$ cat config.mk
export PLATFORM = sky130hd
export DESIGN_NAME = pe_mac_sequencer_flat
export DESIGN_NICKNAME = d
export VERILOG_FILES = /design/src/rtl/pe_mac_sequencer_if.sv /design/src/rtl/pe_mac_sequencer.sv /design/src/flat_wrapper.sv
export SDC_FILE = /design/constraint.sdc
export NUM_CORES = 1
export LEC_CHECK = 0
export BUFFER_PORTS_ARGS = -buffer_cell sky130_fd_sc_hd__buf_2
export CAP_MARGIN = 10
export CELL_PAD_IN_SITES_DETAIL_PLACEMENT = 1
export CELL_PAD_IN_SITES_GLOBAL_PLACEMENT = 2
export CORE_ASPECT_RATIO = 1.25
export CORE_MARGIN = 4
export CORE_UTILIZATION = 38
export CTS_CLUSTER_DIAMETER = 150
export DETAILED_ROUTE_END_ITERATION = 10
export PLACE_DENSITY_LB_ADDON = 0.12
export SLEW_MARGIN = 0
export SYNTH_ARGS = -nofsm -noshare
export SYNTH_HDL_FRONTEND = slang
export SYNTH_SLANG_ARGS = --single-unit
$ cat constraint.sdc
create_clock -name i_clk -period 14.7 [get_ports i_clk]
set_clock_uncertainty 0.15 [all_clocks]
set_input_delay 0.735 -clock i_clk [delete_from_list [all_inputs] [get_ports i_clk]]
set_output_delay 0.735 -clock i_clk [all_outputs]
set_load 0.01 [all_outputs]
$ cat src/rtl/pe_mac_sequencer_if.sv
// pe_mac_sequencer_if: operand-in and result-out handshakes of the sequential MAC lane
interface pe_mac_sequencer_if #(
    parameter int A = 8,
    parameter int B = 8,
    parameter int N = 3,
    parameter int O = A + B + 2
);
    logic           i_valid;
    logic           o_ready;
    logic [N*A-1:0] i_mul_a;
    logic [N*B-1:0] i_mul_b;
    logic           o_valid;
    logic           i_ready;
    logic [O-1:0]   o_result;
    logic           o_busy;
    logic           o_sat;
    modport master (output i_valid, i_mul_a, i_mul_b, i_ready,
                    input  o_ready, o_valid, o_result, o_busy, o_sat);
    modport slave  (input  i_valid, i_mul_a, i_mul_b, i_ready,
                    output o_ready, o_valid, o_result, o_busy, o_sat);
endinterface

$ cat src/rtl/pe_mac_sequencer.sv
// pe_mac_sequencer: one shared multiplier walks N lanes to form a dot product; PE_SEQ_SAT_EN enables saturating accumulation
module pe_mac_sequencer #(
    parameter int A = 8,
    parameter int B = 8,
    parameter int N = 3,
    parameter int O = A + B + 2
) (
    input logic               i_clk,
    input logic               i_resetn,
    pe_mac_sequencer_if.slave bus
);
    localparam int KW = (N > 1) ? $clog2(N) : 1;
    typedef enum logic [1:0] {IDLE, MAC, DONE} state_t;
    state_t         state, state_nxt;
    logic [KW-1:0]  k;
    logic [N*A-1:0] op_a;
    logic [N*B-1:0] op_b;
    logic [O-1:0]   acc, acc_nxt;
    logic [A-1:0]   a_k;
    logic [B-1:0]   b_k;
    logic [A+B-1:0] prod;
    logic           last, accept;
    assign accept = (state == IDLE) && bus.i_valid;
    assign last   = (k == KW'(N - 1));
    assign a_k    = op_a[A*int'(k) +: A];
    assign b_k    = op_b[B*int'(k) +: B];
    assign prod   = a_k * b_k;
`ifdef PE_SEQ_SAT_EN
    logic [O:0] sum;
    logic       sat;
    assign sum     = {1'b0, acc} + (O+1)'(prod);
    assign acc_nxt = sum[O] ? '1 : sum[O-1:0];
    assign bus.o_sat = sat;
    // Sticky overflow flag, cleared when a new vector is taken
    always_ff @(posedge i_clk or negedge i_resetn) begin
        if (!i_resetn) sat <= 1'b0;
        else if (accept) sat <= 1'b0;
        else if (state == MAC) sat <= sat | sum[O];
    end
`else
    assign acc_nxt   = acc + O'(prod);
    assign bus.o_sat = 1'b0;
`endif
    // State register
    always_ff @(posedge i_clk or negedge i_resetn) begin
        if (!i_resetn) state <= IDLE;
        else state <= state_nxt;
    end
    // Next state: take a vector, run N MAC cycles, hold result until collected
    always_comb begin
        state_nxt = state;
        case (state)
            IDLE:    state_nxt = bus.i_valid ? MAC : IDLE;
            MAC:     state_nxt = last ? DONE : MAC;
            DONE:    state_nxt = bus.i_ready ? IDLE : DONE;
            default: state_nxt = IDLE;
        endcase
    end
    // Operand capture, lane walk and accumulation
    always_ff @(posedge i_clk or negedge i_resetn) begin
        if (!i_resetn) begin
            op_a <= '0;
            op_b <= '0;
            acc  <= '0;
            k    <= '0;
        end else if (accept) begin
            op_a <= bus.i_mul_a;
            op_b <= bus.i_mul_b;
            acc  <= '0;
            k    <= '0;
        end else if (state == MAC) begin
            acc <= acc_nxt;
            k   <= last ? '0 : k + KW'(1);
        end
    end
    assign bus.o_ready  = (state == IDLE);
    assign bus.o_valid  = (state == DONE);
    assign bus.o_busy   = (state == MAC);
    assign bus.o_result = acc;
endmodule

$ cat src/flat_wrapper.sv
// flat-port wrapper written by rule: the top's interface ports become plain ports
module pe_mac_sequencer_flat 
#(
    parameter int A = 8,
    parameter int B = 8,
    parameter int N = 3,
    parameter int O = A + B + 2
)
  (i_clk, i_resetn, bus_i_valid, bus_i_mul_a, bus_i_mul_b, bus_i_ready, bus_o_ready, bus_o_valid, bus_o_result, bus_o_busy, bus_o_sat);
  pe_mac_sequencer_if #(.A(A), .B(B), .N(N), .O(O)) bus_i ();
  input logic i_clk;
  input logic i_resetn;
  input wire logic [$bits(bus_i.i_valid)-1:0] bus_i_valid;
  input wire logic [$bits(bus_i.i_mul_a)-1:0] bus_i_mul_a;
  input wire logic [$bits(bus_i.i_mul_b)-1:0] bus_i_mul_b;
  input wire logic [$bits(bus_i.i_ready)-1:0] bus_i_ready;
  output wire logic [$bits(bus_i.o_ready)-1:0] bus_o_ready;
  output wire logic [$bits(bus_i.o_valid)-1:0] bus_o_valid;
  output wire logic [$bits(bus_i.o_result)-1:0] bus_o_result;
  output wire logic [$bits(bus_i.o_busy)-1:0] bus_o_busy;
  output wire logic [$bits(bus_i.o_sat)-1:0] bus_o_sat;
  assign bus_i.i_valid = bus_i_valid;
  assign bus_i.i_mul_a = bus_i_mul_a;
  assign bus_i.i_mul_b = bus_i_mul_b;
  assign bus_i.i_ready = bus_i_ready;
  assign bus_o_ready = bus_i.o_ready;
  assign bus_o_valid = bus_i.o_valid;
  assign bus_o_result = bus_i.o_result;
  assign bus_o_busy = bus_i.o_busy;
  assign bus_o_sat = bus_i.o_sat;
  pe_mac_sequencer #(.A(A), .B(B), .N(N), .O(O)) u_core (.i_clk(i_clk), .i_resetn(i_resetn), .bus(bus_i));
endmodule
After elaboration in Yosys (flattened, before gate mapping)

Cells that the tools add are included.

Add/sub/neg operators: 2
Multipliers: 1
Equal/unequal tests: 3
Reduce and logical (&&, ||, !) cells: 3
Multiplexer cells: 9
Shift-type cells: 2

Operators by type and width:

| operator                                            | number |
|---|---|
| indexed part select 24 x 6 -> 8 bit                 | 2 |
| 2-to-1 mux 18 bit                                   | 2 |
| adder 18 x 16 -> 18 bit                             | 1 |
| multiplier 8 x 8 -> 16 bit                          | 1 |
| 2-to-1 mux 2 bit                                    | 5 |
| case mux 2 bit (3 select lines)                     | 1 |
| equality test 2 bit, second input constant          | 2 |
| adder 2 x 1 -> 2 bit, second input constant         | 1 |
| equality test 2 x 1 -> 1 bit, second input constant | 1 |
| logical NOT 2 bit                                   | 1 |
| nonzero test 2 bit                                  | 1 |
| logical AND 1 bit                                   | 1 |
| 2-to-1 mux 1 bit                                    | 1 |

Input bits: 52
Flip-flop bits (word level): 70
Logic and storage cells: 25
Output and inout bits: 22

Depth between registers and ports, before layout

Word-level depth: 5
Depth in mapped cells: 23
Mapped depth without buffers: 20

Worst setup path after synthesis

No wires, ideal clock.

Path kind: register to register
Start: reg u_core.k[0]
End: reg u_core.acc[17] (netlist: u_core.bus.o_result[17])
Setup time: 0.120 ns
Path buffers: 2
Cell stages (with the launch flop): 21
Period minus slack after synthesis: 5.452 ns
Data arrival time: 5.183 ns
Slack: 9.248 ns
Required time: 14.430 ns
Cell sequence: dfrtp_1 -> clkbuf_1 -> buf_2 -> mux2i_1 -> nor2_1 -> a21oi_1 -> or2_2 -> fa_1 -> fa_1 -> inv_1 -> fa_1 -> inv_1 -> fa_1 -> inv_1 -> ha_1 -> a21o_2 -> a21oi_1 -> a2111o_1 -> and3b_1 -> or2_0 -> a31o_1

Longest elaborated chain between the ends: 5
Elaborated cells on any way between the ends: 6
Those cells by class: 1 x add/sub; 1 x mul; 2 x shift; 2 x mux

Ends and longest elaborated chain:

| item                                                   | line                                           | text |
|---|---|---|
| start, declared                                        | pe_mac_sequencer.sv:15                         | `logic [KW-1:0] k;` |
| start signal, assigned                                 | pe_mac_sequencer.sv:73                         | `k <= last ? '0 : k + KW'(1);` |
| indexed part select 24 x 6 -> 8 bit (on tied branches) | pe_mac_sequencer.sv:25, pe_mac_sequencer.sv:26 |  |
| multiplier 8 x 8 -> 16 bit *                           | pe_mac_sequencer.sv:27                         | `assign prod = a_k * b_k;` |
| adder 18 x 16 -> 18 bit *                              | pe_mac_sequencer.sv:41                         | `assign acc_nxt = acc + O'(prod);` |
| 2-to-1 mux 18 bit *                                    | pe_mac_sequencer.sv:71                         | `end else if (state == MAC) begin` |
| 2-to-1 mux 18 bit *                                    | pe_mac_sequencer.sv:66                         | `end else if (accept) begin` |
| end signal, assigned                                   | pe_mac_sequencer.sv:72                         | `acc <= acc_nxt;` |
| end, declared                                          | pe_mac_sequencer.sv:18                         | `logic [O-1:0] acc, acc_nxt;` |

Mark *: on every way between the ends. The rest lies on a longest branch, timed or not. The select of a mux whose other input is x is not followed.
A chain may end at the register's enable or synchronous reset.

Worst setup path after layout

Start: reg u_core.k[1]
End: reg u_core.acc[11] (netlist: u_core.bus.o_result[11])

Same word-level chain as after synthesis.

==> impl_metrics.toml <==
[place]
count_of_placed_standard_cells_including_taps = 903
pre_cts_ws_ps = 8039
routabilityCongestion = 0.8083
port-buffer-count = 72
hpwlAfterDp_mm = 11.59

[sta]
max_clock_freq_mhz = 149.3
max-slew-margin-rel_pct = 29.95
final-hold-violation-count = 0
drv_slew = 0
unrepaired_setup_endpoints_after_global_routing = "false"
period_minus_slack_ps = 6696
max_slew.worst_pin.slew_ps = 1049
setup_viol_count_final = 0
fin_tns_setup_ps = 0
timing.final.crit_share_pct = 45.55
final.setup.worst_slack_ps = 8004

[setup_path]
max_fo_critical_path = 23
cpMaxStageDelayCell = "sky130_fd_sc_hd__nor2b_1"
cp_data_arrival_time_ps = 6790
worst-setup-path-type = "reg -> reg"
cp_slowest_stage_delay_ps = 910
cp-end-kind = "flop"
worst_path_most_repeated_cell = "sky130_fd_sc_hd__fa_1"
crit_chain = "nor2b_1 > a21oi_1 > or2_2 > fa_1 > fa_1 > inv_1 > fa_1 > inv_1 > fa_1 > inv_1 > ha_1 > a21o_2 > a21oi_1 > a21boi_0 > o21ai_1 > a21boi_0 > o31ai_1"
req_time_crit_path_ps = 14800
critical_path.startpoint_type = "flop"

[floorplan]
die_x_um = 117.5
starting_density_pct = 39.18
die_h_um = 144.8
dieArea_um2 = 17020
placementRows = 49
top_level_ports = 74
coreArea_um2 = 14530

[synth]
post_synthesis_cell_type_with_the_largest_combined_area = "sky130_fd_sc_hd__dfrtp_1"
yosysWarningCount = 0
synth_common_cells = "sky130_fd_sc_hd__nand2_1 (177), sky130_fd_sc_hd__inv_1 (104), sky130_fd_sc_hd__dfrtp_1 (70), sky130_fd_sc_hd__nor2_1 (52), sky130_fd_sc_hd__fa_1 (50)"
synth.ff_latch_count = 70
syn-num-nets = 815
synthTopCellsByArea = "sky130_fd_sc_hd__dfrtp_1 (31%), sky130_fd_sc_hd__fa_1 (18%), sky130_fd_sc_hd__nand2_1 (12%), sky130_fd_sc_hd__ha_1 (8.8%), sky130_fd_sc_hd__inv_1 (6.9%)"
number_of_library_cell_types_mapped_by_synthesis = 55
yosysMostFrequentCell = "sky130_fd_sc_hd__nand2_1"
share_of_the_synthesized_area_in_the_top_cell_type_pct = 30.77
mappedNetlistArea_um2 = 5693
ys_seq_area_share_pct = 30.77
synthArstFlopShare_pct = 100.0
synth-edff-count = 0
synthCells = 673
postSynth.topFlopCell = "sky130_fd_sc_hd__dfrtp_1"
synthesis.area_per_instance_um2 = 8.459

[final_layout]
layout.nets = 878
num_antenna_cells = 0
final-instance-count-excl-fill = 918
area_grow_syn2layout_pct = 13.96
drive_gt1_share_pct = 14.19

[clock_tree]
worstSkewPairLatency_ps = 340
post_cts.repair.setup_buffers = 0
cts.repair.resized = 0
cts_tree = "yes"
cts_root_buffer = "sky130_fd_sc_hd__clkbuf_16"
cts_buffers = 9
cts_hold_buf = 0
cts-htree-levels = 3
clock_pin_slew_of_the_registers_on_the_worst_case_setup_and_hold_paths_ps = 60
cts_sinks = 70
clock_path_buffers = 2

[worst_hold_path]
worstHoldPathType = "reg -> reg"

[status]
status = "completed"

[drt]
routed_wirelength_mm = 14.98
remaining_drc_errors = 0
detail_route.first_pass.iterations = 4
number_of_antenna_violating_nets_in_the_routed_design = 0
number_of_violations_reported_at_the_end_of_detailed_routing_iteration_0 = 140
drt-wirelength-per-cell_um = 16.31
vias = 4472
route.detailed.vias_per_inst = 4.871

[global_routing]
global_route.overflow_total = 0
grt_max_degree = 71
number_of_global_route_vias_before_repair = 4947
global_route.peak_usage_layer = "met2"
use_met3_pct = 3.227
grt_first_pass_wirelength_mm = 25.63
groute.layer.met1.usage_pct = 23.73
grt_use_total_pct = 18.98
grtUsageMet2_pct = 34.10
antenna_found_initial = 0

[flow_run]
drv_cap = 0
-- layout make-up --
class / instances / area [um^2]
fill: 1767 / 8043
clock inverter: 4 / 47.55
timing repair buffer: 77 / 397.9
clock buffer: 11 / 242.7
sequential: 70 / 1752
tap: 178 / 222.7
multi-input combinational: 474 / 3435
inverter: 104 / 390.4
-- final timing paths --
path / from / endpoint / slack [ps] / depth (start not counted)
hold / removal: u_core.op_b[6]$_DFFE_PN0P_ / u_core.op_b[6]$_DFFE_PN0P_ / 320 / 2
hold reg to reg: u_core.op_b[6]$_DFFE_PN0P_ / u_core.op_b[6]$_DFFE_PN0P_ / 320 / 2
max in group asynchronous: i_resetn / u_core.op_a[2]$_DFFE_PN0P_ / 13310 / 2
min in group asynchronous: i_resetn / u_core.bus.o_result[4]$_DFFE_PN0P_ / 450 / 2
setup / recovery: u_core.k[1]$_DFFE_PN0P_ / u_core.bus.o_result[11]$_DFFE_PN0P_ / 8000 / 17
setup reg to reg: u_core.k[1]$_DFFE_PN0P_ / u_core.bus.o_result[11]$_DFFE_PN0P_ / 8000 / 17
-- flip-flops by register name (all words and copies together), names as in the netlist --
signal / count
u_core.state: 2
u_core.op_b: 24
u_core.op_a: 24
u_core.k: 2
u_core.bus.o_result: 18
-- kinds of logic (layout without fill, tap and decap cells) --
group                      count (synthesis)  in the layout  share of synthesized area (%)
adders and majority gates                 90             90                          26.37
xor gates and xnor gates                   7              7                          1.077
DFF                                       70             70                          30.77
muxes                                     16             16                          2.813
AOI/OAI and AO/OA                         79             79                          9.275
and+or+nand+nor                          281            281                          20.66
other                                      1              1                        0.06587
buffers and inverters                    129            196                          8.967
-- cell usage in the layout, fill, tap and decap left out, types with 3 or more instances in the layout --
master                      synthesis  layout
sky130_fd_sc_hd__nor2_1            52      52
sky130_fd_sc_hd__ha_1              40      40
sky130_fd_sc_hd__xor2_1             6       6
sky130_fd_sc_hd__mux2i_1           16      16
sky130_fd_sc_hd__a21boi_0           3       3
sky130_fd_sc_hd__buf_2              3      72
sky130_fd_sc_hd__buf_4              1       5
sky130_fd_sc_hd__o21ai_1            4       4
sky130_fd_sc_hd__nand2_1          177     176
sky130_fd_sc_hd__or2_2              9       9
sky130_fd_sc_hd__nand3_1           14      14
sky130_fd_sc_hd__fa_1              50      50
sky130_fd_sc_hd__o21ai_0           12      12
sky130_fd_sc_hd__nor2b_1            6       6
sky130_fd_sc_hd__inv_1            104     104
sky130_fd_sc_hd__a21oi_1           21      21
sky130_fd_sc_hd__nand2b_1          11      11
sky130_fd_sc_hd__dfrtp_1           70      70
sky130_fd_sc_hd__o21a_1             3       3
sky130_fd_sc_hd__clkbuf_16          0       9
sky130_fd_sc_hd__a21o_1             7       7
sky130_fd_sc_hd__o31ai_1            7       7
-- per-layer routing --
metal / share of wire (%) / wire (um) / up-vias
met2: 50 / 7487 / 62
met3: 2.8 / 426 / 15
met5: 0 / 0 / -
met4: 1.7 / 257 / 0
met1: 45 / 6806 / 2163
li1: - / - / 2232
-- stage by stage --
step           area [um^2]  hold WS (ps)  util [%]
6_report              6487         318.7     44.65
2_1_floorplan         5693         289.4         -
4_1_cts               6487         327.1     44.65
5_1_grt               6487         343.8     44.65
3_3_place_gp          6197         306.5     42.65
3_5_place_dp          6197         312.9     42.65
-- worst max-delay path: cells and delay by family, from the launching register on --
kind | cells | cell delay (ps)
flip-flops | 1 | 760
AO/OA/AOI/OAI | 7 | 1770
AND/OR/NAND/NOR | 2 | 1320
buffers and inverters | 3 | 160
adder cells (fa/ha/maj) | 5 | 2430
Power is not shown: default switching activity piles up to over one toggle a cycle in this logic, so the estimate is an artifact.
